## config.mk

```make
export PLATFORM = sky130hd
export DESIGN_NAME = instruction_fetch
export DESIGN_NICKNAME = d
export VERILOG_FILES = /design/src/rtl/riscv_pkg.sv /design/src/rtl/fetch_pc_reg.sv /design/src/rtl/instruction_fetch.sv
export SDC_FILE = /design/constraint.sdc
export NUM_CORES = 1
export LEC_CHECK = 0
export ABC_AREA = 1
export BUFFER_PORTS_ARGS = -buffer_cell sky130_fd_sc_hd__clkbuf_2
export CORE_MARGIN = 4
export CORE_UTILIZATION = 51
export DETAILED_ROUTE_END_ITERATION = 16
export PLACE_DENSITY = 0.87
export SLEW_MARGIN = 5
export SYNTH_ARGS = -nofsm -noshare
export SYNTH_HDL_FRONTEND = slang
export SYNTH_HIERARCHICAL = 1
export SYNTH_SLANG_ARGS = --single-unit
```

## constraint.sdc

```tcl
create_clock -name clk -period 2.4 [get_ports clk]
set_input_delay 0.12 -clock clk [delete_from_list [all_inputs] [get_ports clk]]
set_output_delay 0.12 -clock clk [all_outputs]
set_load 0.005 [all_outputs]
```

## src/rtl/riscv_pkg.sv

```systemverilog
// Shared fetch-stage definitions: widths, the NOP encoding and fetch FSM state codes.
// FETCH_MISALIGN_CHECK_EN (optional) enables the FAULT state in instruction_fetch.
package riscv_pkg;

    localparam int XLEN    = 64;
    localparam int INSTR_W = 32;

    localparam logic [INSTR_W-1:0] NOP_INSTR = 32'h00000013;

    typedef logic [2:0] fetch_state_t;

    localparam fetch_state_t ST_REQ   = 3'd0;
    localparam fetch_state_t ST_WAIT  = 3'd1;
    localparam fetch_state_t ST_HOLD  = 3'd2;
    localparam fetch_state_t ST_DRAIN = 3'd3;
    localparam fetch_state_t ST_FAULT = 3'd4;

endpackage

```

## src/rtl/fetch_pc_reg.sv

```systemverilog
// Program counter: reset load, redirect load and sequential increment (redirect wins over increment).
module fetch_pc_reg #(
    parameter int              XLEN     = riscv_pkg::XLEN,
    parameter logic [XLEN-1:0] RESET_PC = '0,
    parameter int              PC_STEP  = 4
) (
    input  logic            clk,
    input  logic            reset,
    input  logic            inc,
    input  logic            load,
    input  logic [XLEN-1:0] target,
    output logic [XLEN-1:0] pc
);

    always_ff @(posedge clk) begin
        if (reset) begin
            pc <= RESET_PC;
        end else if (load) begin
            pc <= target;
        end else if (inc) begin
            // Wraps modulo 2^XLEN by construction.
            pc <= pc + XLEN'(PC_STEP);
        end
    end

endmodule

```

## src/rtl/instruction_fetch.sv

```systemverilog
// Fetch stage: PC-driven instruction memory reads into a 1-entry buffer handed to decode.
// FETCH_MISALIGN_CHECK_EN adds a sticky misaligned-redirect fault (fetch_misaligned port, FAULT state).
module instruction_fetch import riscv_pkg::*; #(
    parameter int              XLEN     = riscv_pkg::XLEN,
    parameter logic [XLEN-1:0] RESET_PC = '0,
    parameter int              PC_STEP  = 4
) (
    input  logic               clk,
    input  logic               reset,
    output logic               imem_req_valid,
    input  logic               imem_req_ready,
    output logic [XLEN-1:0]    imem_addr,
    input  logic               imem_resp_valid,
    input  logic [INSTR_W-1:0] imem_resp_data,
    output logic               instr_valid,
    input  logic               instr_ready,
    output logic [INSTR_W-1:0] instruction,
    output logic [XLEN-1:0]    instr_pc,
    input  logic               redirect_valid,
    input  logic [XLEN-1:0]    redirect_target
`ifdef FETCH_MISALIGN_CHECK_EN
    ,
    output logic               fetch_misaligned
`endif
);

    fetch_state_t    state;
    fetch_state_t    state_next;
    logic [XLEN-1:0] pc;
    logic [XLEN-1:0] target;
    logic            misaligned;
    logic            outstanding;
    logic            pc_inc;
    logic            capture;
    logic            consume;

`ifdef FETCH_MISALIGN_CHECK_EN
    logic            fault_pend;

    assign target     = redirect_target;
    assign misaligned = redirect_target[1:0] != 2'b00;
`else
    assign target     = redirect_target & ~XLEN'(2'b11);
    assign misaligned = 1'b0;
`endif

    assign imem_req_valid = (state == ST_REQ) && !reset;
    assign imem_addr      = pc;

    fetch_pc_reg #(
        .XLEN     (XLEN),
        .RESET_PC (RESET_PC),
        .PC_STEP  (PC_STEP)
    ) u_pc (
        .clk    (clk),
        .reset  (reset),
        .inc    (pc_inc),
        .load   (redirect_valid),
        .target (target),
        .pc     (pc)
    );

    // A request whose response has not been seen by the end of this cycle; a redirect must drain it.
    always_comb begin
        outstanding = ((state == ST_REQ) && imem_req_ready) ||
                      (((state == ST_WAIT) || (state == ST_DRAIN)) && !imem_resp_valid);
`ifdef FETCH_MISALIGN_CHECK_EN
        if ((state == ST_FAULT) && fault_pend && !imem_resp_valid) begin
            outstanding = 1'b1;
        end
`endif
    end

    always_comb begin
        state_next = state;
        pc_inc     = 1'b0;
        capture    = 1'b0;
        consume    = 1'b0;
        if (redirect_valid) begin
            if (misaligned) begin
                state_next = ST_FAULT;
            end else begin
                state_next = outstanding ? ST_DRAIN : ST_REQ;
            end
        end else begin
            case (state)
                ST_REQ:   if (imem_req_ready) state_next = ST_WAIT;
                ST_WAIT: begin
                    if (imem_resp_valid) begin
                        capture    = 1'b1;
                        pc_inc     = 1'b1;
                        state_next = ST_HOLD;
                    end
                end
                ST_HOLD: begin
                    if (instr_ready) begin
                        consume    = 1'b1;
                        state_next = ST_REQ;
                    end
                end
                ST_DRAIN: if (imem_resp_valid) state_next = ST_REQ;
`ifdef FETCH_MISALIGN_CHECK_EN
                ST_FAULT: state_next = ST_FAULT;
`endif
                default:  state_next = ST_REQ;
            endcase
        end
    end

    always_ff @(posedge clk) begin
        if (reset) begin
            state       <= ST_REQ;
            instr_valid <= 1'b0;
            instruction <= NOP_INSTR;
            instr_pc    <= '0;
        end else begin
            state <= state_next;
            if (redirect_valid) begin
                instr_valid <= 1'b0;
            end else if (capture) begin
                instr_valid <= 1'b1;
                instruction <= imem_resp_data;
                instr_pc    <= pc;
            end else if (consume) begin
                instr_valid <= 1'b0;
            end
        end
    end

`ifdef FETCH_MISALIGN_CHECK_EN
    // FAULT keeps absorbing the response of a request accepted before the misaligned redirect.
    always_ff @(posedge clk) begin
        if (reset) begin
            fetch_misaligned <= 1'b0;
            fault_pend       <= 1'b0;
        end else if (redirect_valid) begin
            fetch_misaligned <= misaligned;
            fault_pend       <= misaligned && outstanding;
        end else if ((state == ST_FAULT) && imem_resp_valid) begin
            fault_pend       <= 1'b0;
        end
    end
`endif

endmodule

```

# Word-level counts from Yosys, hierarchy flattened
# Index checks and enable logic that the tools add are counted.
# word_totals
elab_cells	45
out_inout_bits	162
input_bits	102
register_bits	164
# op_classes
bitwise_logic	1
n_reduce_logical	13
n_eq_ne	7
muxes	17
addsub	1
# op_table
cell	count
$mux 64	2
$add 64x3->64 const B	1
$mux 3	5
$ne 3x3->1 const B	4
$pmux 3 s4	1
$mux 1	8
$eq 3x2->1 const B	2
$reduce_and 4->1	1
$reduce_bool 2->1	2
$eq 3x1->1 const B	1
$logic_and 1x1->1	3
$logic_not 3->1	1
$logic_not 1->1	2
$logic_or 1x1->1	2
$mux 2	1
$reduce_and 2->1	1
$reduce_or 2->1	1
$not 1->1	1

# Depth between registers and ports, before layout
# Gate-level depths: netlist of run 1.
# depth
word_depth	6
ltp_mapped	12
mapped_depth_nobuf	11

# Hierarchy
# Netlist of run 1, hierarchy kept.
# by_module_without_submodules
module	instances	area_per_inst_um2	cells_each	seq_area_each_um2
fetch_pc_reg	1	4481.8	718	1281.2
instruction_fetch	1	3519.6	454	1981.9

# Worst setup path before layout of run 1
# No wires, ideal clock.
# synth_timing
path_type	flip-flop to flip-flop
startpoint	register state[0]
endpoint	register u_pc.pc[38]
slack_ns	0.622
stages_incl_launch_ff	11
period_less_slack_ns	1.778
arrival_ns	1.707
required_ns	2.330
path_cell_list	dfxtp_1 inv_2 nor2_4 nand3_4 clkinv_2 buf_2 nand2_1 inv_2 clkbuf_1 nand3_1 a21oi_1
# synth_via
elab_chain_len	4
# synth_lines
element	line	source
start: declaration	instruction_fetch.sv:27	fetch_state_t state;
start signal: assignment	instruction_fetch.sv:117	state <= state_next;
$eq 3x1->1	-	
$mux 1 (2 in a row)	-	
named net capture	instruction_fetch.sv:34	logic capture;
$reduce_bool 2->1 (no line)	-	
end signal: assignment	fetch_pc_reg.sv:19	pc <= target;
end signal: assignment	fetch_pc_reg.sv:22	pc <= pc + XLEN'(PC_STEP);
end: declaration	fetch_pc_reg.sv:12	output logic [XLEN-1:0] pc
# The timed path passes the listed nets, and every way through them passes these cells.
# A chain may end at the register's enable or synchronous reset.

# Worst setup path in the final report of run 1
# layout_timing
startpoint	register state[0]
endpoint	register u_pc.pc[6]
# layout_via
elab_chain_len	4
# layout_lines
element	line	source
$eq 3x1->1	instruction_fetch.sv:86	case (state)
$mux 1	instruction_fetch.sv:86	
$mux 1	instruction_fetch.sv:79	if (redirect_valid) begin
$reduce_bool 2->1 (no line)	-	
# No other way between the ends.

==> results.toml, run 1 <==
[run_status]
outcome = "finished, final reports clean"

[cts]
htreeDepth = 4
postCtsSetupBuffers = 0
post_cts_resized = 0
root_buffer_master = "sky130_fd_sc_hd__clkbuf_16"
tritoncts = "built"
tritoncts.num_buffers = 17
insertion_delay_ns = 0.43
max-clock-path-buffers = 2
post_cts_hold_buffer_count = 63
clock_sink_count = 163
clk_transition_reported_paths_ns = 0.07

[die]
design.core.area_um2 = 15300
initial_core_util_pct = 52.4
top_level_ports = 264
fp.dieH_um = 133
placementRows = 45
die_area_um2 = 17800
die_width_um = 133

[sta]
finalWorstPathRequiredPeriod_ns = 2.20
fin_setup_tns_ns = 0
post-route-period-util_pct = 91.5
timing.final.max_slew_violations = 0
timing.clock.skew_ns = 0.00960
timing_hold_violations_final = 0
setup-violations-final = 0
max_slew.worst_pin.slew_ns = 0.960
peak_clock_frequency_supported_by_timing_mhz = 455
slew-limit-headroom_pct = 35.9
grt_setup_unrepaired = "false"

[layout]
drive_gt1_share_pct = 23.7
diodes = 0
nNetsFinal = 1576
layout-area-overhead-vs-synth_pct = 33.0

[power]
power_frac_seq_pct = 45.6
power.switching_mw = 1.86
power_report.internal_total_mw = 4.70
leakagePower_nw = 4.53
power.total_mw = 6.56
swShare_pct = 28.4
power.clock.fraction_pct = 42.5
share_comb_of_total_power_pct = 11.9
power_per_cell_area_nw_per_um2 = 617
irDropWorstVdd_mv = 0.489

[hold_path]
worst_hold_path.num_cells = 3
timing.hold.worst_endpoint = "u_pc/pc[48]"
hold_path.class = "input pin to register"
holdCritStartpoint = "redirect_target[48]"

[worst_setup_path]
cp.arrival_ns = 2.55
worstSetupStartpointType = "register"
timing.rr.start = "state[0]"
critPathMaxFanout = 54
reg2reg_slack_ns = 0.20
cp_data_required_time_ns = 2.76
crit_path_start = "state[0]"
worst_r2r_dst = "u_pc/pc[6]"
critical_path_endpoint_category = "register"
criticalPathCategory = "register to register"
ff2ff_path_depth = 8

[synthesis]
netlist_instances = 1172
synth.area.top_cells = "sky130_fd_sc_hd__dfxtp_1, sky130_fd_sc_hd__nor2_1, sky130_fd_sc_hd__nand2_1"
post_synth_num_cell_types = 31
ys_async_sr_fraction_pct = 0
yosys.area.top_type = "sky130_fd_sc_hd__dfxtp_1"
synth_seq_cells = 163
yosysSeqAreaShare_pct = 40.8
synth_commonest_cells = "sky130_fd_sc_hd__nor2_1, sky130_fd_sc_hd__nand2_1, sky130_fd_sc_hd__dfxtp_1"
yosysWarningCount = 6
synth_most_common_cell = "sky130_fd_sc_hd__nor2_1"
synth_enable_flop_cells = 0
syn-cell-area_um2 = 8000
synthFlopType = "sky130_fd_sc_hd__dfxtp_1"
per_instance_average_area_after_synthesis_um2 = 6.83
synth_top_area_share_pct = 40.8

[detailed_routing]
ant_nets = 0
detail_route.iter0.violations = 964
routed_via_density = 5.39
post_drt_wl_per_cell_um = 16.6
drt_wl_total_um = 28100
vias = 9152
remaining_drc_errors = 0
drt_pass1_iterations = 6

[global_route]
grt_pass1_vias = 8412
antenna_violations_before_repair = 0
grt_max_degree = 98
grt_overflow = 0
globalRouteTotalUtil_pct = 30.4
grt_pass1_wl_um = 44000

[placed_design]
portBuffers = 261
gp_congestion = 0.971
hpwl_um = 19300

[job]
drv.max_cap_violation_count = 0
[sequential cells by signal, indices dropped and copies added (netlist names)]
name,count
instr_pc,64
instr_valid,1
state,2
u_pc/pc,64
instruction,32
[how the worst max path moves through the flow]
stage / depth (start not counted) / end / slack (ns)
after detailed placement: 12 / u_pc/pc[59] / 0.28
final: 8 / u_pc/pc[6] / 0.20
after global placement: 12 / u_pc/pc[59] / 0.33
after CTS: 7 / u_pc/pc[20] / 0.26
after floorplan: 10 / u_pc/pc[38] / 0.62
after global routing: 8 / u_pc/pc[53] / 0.01
[layer usage]
layer	part of all wire [%]	global-route usage, %
met1	41	39.5
met2	46	50.3
met3	9.4	6.00
met5	0	0
met4	3.3	11.4
[cell usage in the layout (no fill, tap or decap), types with 2 or more instances in the layout]
cell type	n
sky130_fd_sc_hd__xnor2_1	15
sky130_fd_sc_hd__inv_8	3
sky130_fd_sc_hd__clkinv_8	3
sky130_fd_sc_hd__o21bai_1	15
sky130_fd_sc_hd__conb_1	2
sky130_fd_sc_hd__nand3_2	2
sky130_fd_sc_hd__nor2_2	5
sky130_fd_sc_hd__inv_6	6
sky130_fd_sc_hd__a22oi_1	42
sky130_fd_sc_hd__nor3_1	3
sky130_fd_sc_hd__nand2_1	242
sky130_fd_sc_hd__a21oi_1	49
sky130_fd_sc_hd__xor2_1	13
sky130_fd_sc_hd__dfxtp_1	163
sky130_fd_sc_hd__dlygate4sd3_1	63
sky130_fd_sc_hd__a31oi_1	13
sky130_fd_sc_hd__buf_4	12
sky130_fd_sc_hd__inv_2	10
sky130_fd_sc_hd__nor2_1	303
sky130_fd_sc_hd__o21ai_0	82
sky130_fd_sc_hd__nor2_8	3
sky130_fd_sc_hd__nand2_2	13
sky130_fd_sc_hd__inv_1	44
sky130_fd_sc_hd__nand4_1	8
sky130_fd_sc_hd__clkbuf_16	17
sky130_fd_sc_hd__o21ai_1	22
sky130_fd_sc_hd__nor2_4	10
sky130_fd_sc_hd__nand3_1	52
sky130_fd_sc_hd__clkbuf_2	261
sky130_fd_sc_hd__nand2_4	2
[cell type report]
| cell class | count | area [um2] |
|---|---|---|
| repair buffers | 336 | 2030 |
| multi-input cells | 900 | 4270 |
| clock inverters | 15 | 181 |
| flip-flops and latches | 163 | 3260 |
| inverters | 55 | 208 |
| well taps | 211 | 264 |
| clock buffers | 17 | 425 |
| fillers | 1269 | 4620 |
[power by group through the flow]
| stage | clock (mW) | sequential, mW | combinational [mW] |
|---|---|---|---|
| global route | 2.94 | 3.01 | 0.859 |
| detailed placement | 0 | 3.05 | 0.678 |
| finish | 2.79 | 3.00 | 0.781 |
| global placement | 0 | 3.05 | 0.662 |
| CTS | 2.81 | 2.99 | 0.766 |
| floorplan | 0 | 3.02 | 0.373 |
[critical path: stages (launching register included)]
cell and delay [ns]:
sky130_fd_sc_hd__dfxtp_1 0.42, sky130_fd_sc_hd__inv_2 0.08, sky130_fd_sc_hd__nor2_4 0.13, sky130_fd_sc_hd__nand3_4 0.08
sky130_fd_sc_hd__clkinv_2 0.11, sky130_fd_sc_hd__nand2_1 0.17, sky130_fd_sc_hd__inv_2 0.74, sky130_fd_sc_hd__nand2_1 0.17
sky130_fd_sc_hd__a31oi_1 0.18
[kinds of logic after synthesis]
logic type	synth area share, %
AND/OR/NAND/NOR	33.9
AO/OA/AOI/OAI	16.0
flip-flops	40.8
buffers and inverters	5.97
XOR/XNOR	3.06
adder cells (fa/ha/maj)	0.156
other	0.0469
[per-stage QoR]
stage	instance area, um2	std cells	hold WS [ns]	setup WS (ns)	util, %
2_1_floorplan	8010	1173	0.189	0.622	-
3_3_place_gp	9400	1602	0.318	0.329	61.6
3_5_place_dp	9400	1602	0.339	0.281	61.6
4_1_cts	10600	1697	0.0000492	0.261	69.7
5_1_grt	10600	1697	0.0101	0.0109	69.7
6_report	10600	1697	0.00656	0.204	69.7
Power figures use the tool's default switching activity.
==> inputs of run 2 (changes only) <==
Settings changed: CORE_MARGIN 4 to default.
==> results.toml, run 2 (same netlist as run 1, synthesis figures left out) <==
[detailed_routing]
vias = 9169
drt_pass1_iterations = 7
ant_nets = 0
remaining_drc_errors = 0
detail_route.iter0.violations = 800
routed_via_density = 5.41
post_drt_wl_per_cell_um = 16.4
drt_wl_total_um = 27900

[cts]
clk_transition_reported_paths_ns = 0.07
clock_sink_count = 163
post_cts_resized = 0
max-clock-path-buffers = 2
tritoncts.num_buffers = 17
htreeDepth = 4
insertion_delay_ns = 0.43
tritoncts = "built"
root_buffer_master = "sky130_fd_sc_hd__clkbuf_16"
post_cts_hold_buffer_count = 57
postCtsSetupBuffers = 0

[global_route]
grt_max_degree = 98
grt_pass1_vias = 8533
grt_overflow = 0
grt_pass1_wl_um = 43800
globalRouteTotalUtil_pct = 34.3
antenna_violations_before_repair = 1

[worst_setup_path]
crit_path_start = "state[1]"
critical_path_endpoint_category = "register"
cp_data_required_time_ns = 2.75
cp.arrival_ns = 2.36
timing.rr.start = "state[1]"
worstSetupStartpointType = "register"
critPathMaxFanout = 97
criticalPathCategory = "register to register"

[job]
drv.max_cap_violation_count = 0

[placed_design]
gp_congestion = 0.967
hpwl_um = 19300
postPlaceCellArea_um2 = 9430
placement.setup.worst_slack_ns = 0.527
portBuffers = 261

[layout]
finalCoreUtilization_pct = 69.5
mostFrequentLayoutCells = "sky130_fd_sc_hd__nor2_1, sky130_fd_sc_hd__clkbuf_2, sky130_fd_sc_hd__nand2_1"
layout-area-overhead-vs-synth_pct = 32.5
layout.cell_area.non_filler_um2 = 10600
nNetsFinal = 1574
diodes = 0
mostFrequentLayoutCell = "sky130_fd_sc_hd__nor2_1"
drive_gt1_share_pct = 24.0
reg_top3 = "instr_pc: 64 flops, u_pc/pc: 64 flops, instruction: 32 flops"

[die]
design.core.area_um2 = 15300
top_level_ports = 264
die_area_um2 = 16200
placementRows = 45
die_width_um = 127
initial_core_util_pct = 52.4
fp.dieH_um = 127

[sta]
grt_setup_unrepaired = "false"
peak_clock_frequency_supported_by_timing_mhz = 497
setup-violations-final = 0
timing.clock.skew_ns = 0.0114
finalWorstPathRequiredPeriod_ns = 2.01
timing.final.ws_setup_ns = 0.389
post-route-period-util_pct = 83.8
timing.final.max_slew_violations = 0
max_slew.worst_pin.slew_ns = 0.932
timing_hold_violations_final = 0
fin_setup_tns_ns = 0
slew-limit-headroom_pct = 37.9

[hold_path]
holdCritStartpoint = "redirect_target[36]"
hold_path.class = "input pin to register"

[power]
irDropWorstVdd_mv = 0.507
power_per_cell_area_nw_per_um2 = 618
leakagePower_nw = 4.53

[run_status]
outcome = "finished, final reports clean"
run 2: cell count changes in the layout (fill, tap and decap cells not counted), sizes merged:
cell,change
clkbuf,+1
dlygate4sd3,-6
buf,+4
clkinv,-1
run 2: critical path, stage by stage (launching register included):
cell and delay (ns):
sky130_fd_sc_hd__dfxtp_1 0.43, sky130_fd_sc_hd__nor2_4 0.08, sky130_fd_sc_hd__nand3_4 0.07, sky130_fd_sc_hd__buf_4 0.72, sky130_fd_sc_hd__o21ai_0 0.43, sky130_fd_sc_hd__nor2_1 0.16
run 2: power by group:
part,switching [mW],total [mW],internal (mW)
sequential,0.158,2.99,2.83
combinational,0.411,0.779,0.368
clock,1.26,2.78,1.51
total,1.83,6.55,4.72
run 2: layout make-up:
type | count | area [um2]
Fill cell | 1289 | 4660
Inverter | 55 | 208
Multi-Input combinational cell | 900 | 4270
Sequential cell | 163 | 3260
Tap cell | 211 | 264
Timing Repair Buffer | 334 | 2000
Clock buffer | 18 | 439
Clock inverter | 14 | 159
run 2: final timing paths:
check | depth (start not counted) | slack (ns) | end
max | 5 | 0.39 | instr_pc[32]
min | 3 | 0.01 | u_pc/pc[36]
max reg2reg | 5 | 0.39 | instr_pc[32]
min reg2reg | 2 | 0.48 | instr_pc[39]
run 2: stage by stage:
step	std cells	hold slack, ns	total power [mW]
after global routing	1695	0.0177	6.81
after CTS	1695	0.000695	6.56
after global placement	1606	0.319	3.71
final	1695	0.0133	6.55
after floorplan	1173	0.189	3.39
after detailed placement	1606	0.329	3.73
run 2: routing by layer:
metal / part of all wire, % / vias up / track usage, %
met5: 0 / - / 0
met4: 3.5 / 0 / 15.1
met3: 8.2 / 73 / 8.08
met2: 47 / 459 / 57.1
met1: 41 / 4227 / 42.4
li1: - / 4410 / -
==> inputs of run 3 (changes only) <==
Settings changed: CORE_UTILIZATION 51 to 46, PLACE_DENSITY 0.87 to 0.84.
Clock period 2.4 ns to 1.8 ns, I/O delays scaled along.
==> results.toml, run 3 (same netlist as run 1, synthesis figures left out) <==
[run_status]
outcome = "finished, final reports clean"

[detailed_routing]
ant_nets = 0
remaining_drc_errors = 0
vias = 9631
detail_route.iter0.violations = 869
drt_pass1_iterations = 5
post_drt_wl_per_cell_um = 16.6
routed_via_density = 5.37
drt_wl_total_um = 29800

[sta]
finalWorstPathRequiredPeriod_ns = 1.74
post-route-period-util_pct = 96.4
timing_hold_violations_final = 0
setup-violations-final = 0
peak_clock_frequency_supported_by_timing_mhz = 576
grt_setup_unrepaired = "true"
timing.final.max_slew_violations = 0
timing.clock.skew_ns = 0.0113
fin_setup_tns_ns = 0
finalHoldWorstSlack_ns = 0.00167

[die]
fp.dieH_um = 134
die_area_um2 = 17900
placementRows = 47
design.core.area_um2 = 16800
top_level_ports = 264
die_width_um = 134
initial_core_util_pct = 47.7

[power]
leakagePower_nw = 5.01
swShare_pct = 28.3
power.switching_mw = 2.47
power.total_mw = 8.71
power_report.internal_total_mw = 6.24
power_per_cell_area_nw_per_um2 = 759
share_comb_of_total_power_pct = 14.4
irDropWorstVdd_mv = 0.668
power.clock.fraction_pct = 40.3
power_frac_seq_pct = 45.4

[global_route]
grt_most_used_layer = "met2"
grt_pass1_wl_um = 45600
grt_max_degree = 98
globalRouteMet3Util_pct = 7.11
groute.layer.met1.usage_pct = 41.1
grtUsageMet2_pct = 52.6
antenna_violations_before_repair = 1
grt_pass1_vias = 8851
grt_overflow = 0
globalRouteTotalUtil_pct = 32.5

[layout]
drive_gt1_share_pct = 28.1
layout-area-overhead-vs-synth_pct = 43.3
nNetsFinal = 1661
final.fill_count = 1355
layoutNonFillerInstCount = 1792
mostFrequentLayoutCells = "sky130_fd_sc_hd__nor2_1, sky130_fd_sc_hd__clkbuf_2, sky130_fd_sc_hd__nand2_1"
reg_top3 = "instr_pc: 64 flops, u_pc/pc: 64 flops, instruction: 32 flops"
mostFrequentLayoutCell = "sky130_fd_sc_hd__nor2_1"

[placed_design]
hpwl_um = 20100
gp_congestion = 0.980
portBuffers = 261
placed_cells = 1676

[worst_setup_path]
critPathMaxFanout = 4
criticalPathCategory = "register to register"
cp_data_required_time_ns = 2.15
timing.rr.start = "u_pc/pc[4]"
cp.arrival_ns = 2.09
crit_path_start = "u_pc/pc[4]"
worstSetupStartpointType = "register"
critical_path_endpoint_category = "register"

[cts]
clk_transition_reported_paths_ns = 0.07
root_buffer_master = "sky130_fd_sc_hd__clkbuf_16"
max-clock-path-buffers = 2
clock_sink_count = 163
tritoncts.num_buffers = 17
insertion_delay_ns = 0.43
htreeDepth = 4
tritoncts = "built"

[hold_path]
holdCritStartpoint = "redirect_target[24]"
hold_path.class = "input pin to register"

[job]
drv.max_cap_violation_count = 0
run 3: changes by cell type in the layout (fill, tap and decap cells not counted), sizes merged:
| cell | change |
|---|---|
| buf | +64 |
| bufinv | -1 |
| clkinv | +2 |
| clkinvlp | +3 |
| diode | +1 |
| dlygate4sd3 | +23 |
| inv | -4 |
run 3: power groups by stage:
stage          logic [mW]  registers, mW  clock network [mW]
2_1_floorplan       0.497           4.03                   0
3_3_place_gp         1.05           4.01                   0
3_5_place_dp         1.08           4.02                   0
4_1_cts              1.22           3.94                3.54
5_1_grt              1.37           3.97                3.68
6_report             1.25           3.95                3.51
run 3: through the flow:
step	cell area, um2	utilization [%]	worst slack, ns
CTS	11400	67.8	0.0616
detailed placement	10000	59.8	0.0925
global placement	10000	59.8	0.144
floorplan	8010	-	0.0225
global route	11500	68.4	-0.0267
finish	11500	68.4	0.0645
run 3: area by class of cell:
class                   count  area [um2]  share of cell area, %
multi-input cells         900        4320                   37.7
flip-flops and latches    163        3280                   28.6
repair buffers            421        2820                   24.6
clock buffers              18         439                   3.83
well taps                 220         275                   2.40
inverters                  55         208                   1.81
clock inverters            14         124                   1.08
diodes                      1        2.50                 0.0218
run 3: worst paths after layout:
path / depth (start not counted) / end / slack, ns
max: 9 / u_pc/pc[47] / 0.06
min: 3 / u_pc/pc[24] / 0.002
max reg2reg: 9 / u_pc/pc[47] / 0.06
min reg2reg: 2 / instr_pc[62] / 0.48
run 3: layer usage:
| layer | wire length [um] | vias to the layer above | part of all wire (%) |
|---|---|---|---|
| li1 | - | 4591 | - |
| met1 | 12300 | 4400 | 41 |
| met2 | 13500 | 545 | 45 |
| met3 | 2820 | 95 | 9.5 |
| met4 | 1230 | 0 | 4.1 |
| met5 | 0 | - | 0 |
run 3: worst max-delay path, stage by stage, from the launching register on:
cell and delay, ns:
sky130_fd_sc_hd__dfxtp_1 0.41, sky130_fd_sc_hd__nand3_1 0.18, sky130_fd_sc_hd__nor2_1 0.22, sky130_fd_sc_hd__nand3_1 0.21, sky130_fd_sc_hd__nor2_1 0.15, sky130_fd_sc_hd__buf_4 0.15, sky130_fd_sc_hd__nand2_1 0.05, sky130_fd_sc_hd__nand2_1 0.06
sky130_fd_sc_hd__nand3_1 0.08, sky130_fd_sc_hd__a21oi_1 0.17
run 3: what timing repair did:
action	4_1_cts	5_1_grt
hold buffers	79	1
endpoints found under the hold margin	79	1
buffers inserted	0	3
setup endpoints to repair	0	33
resized for setup	0	26
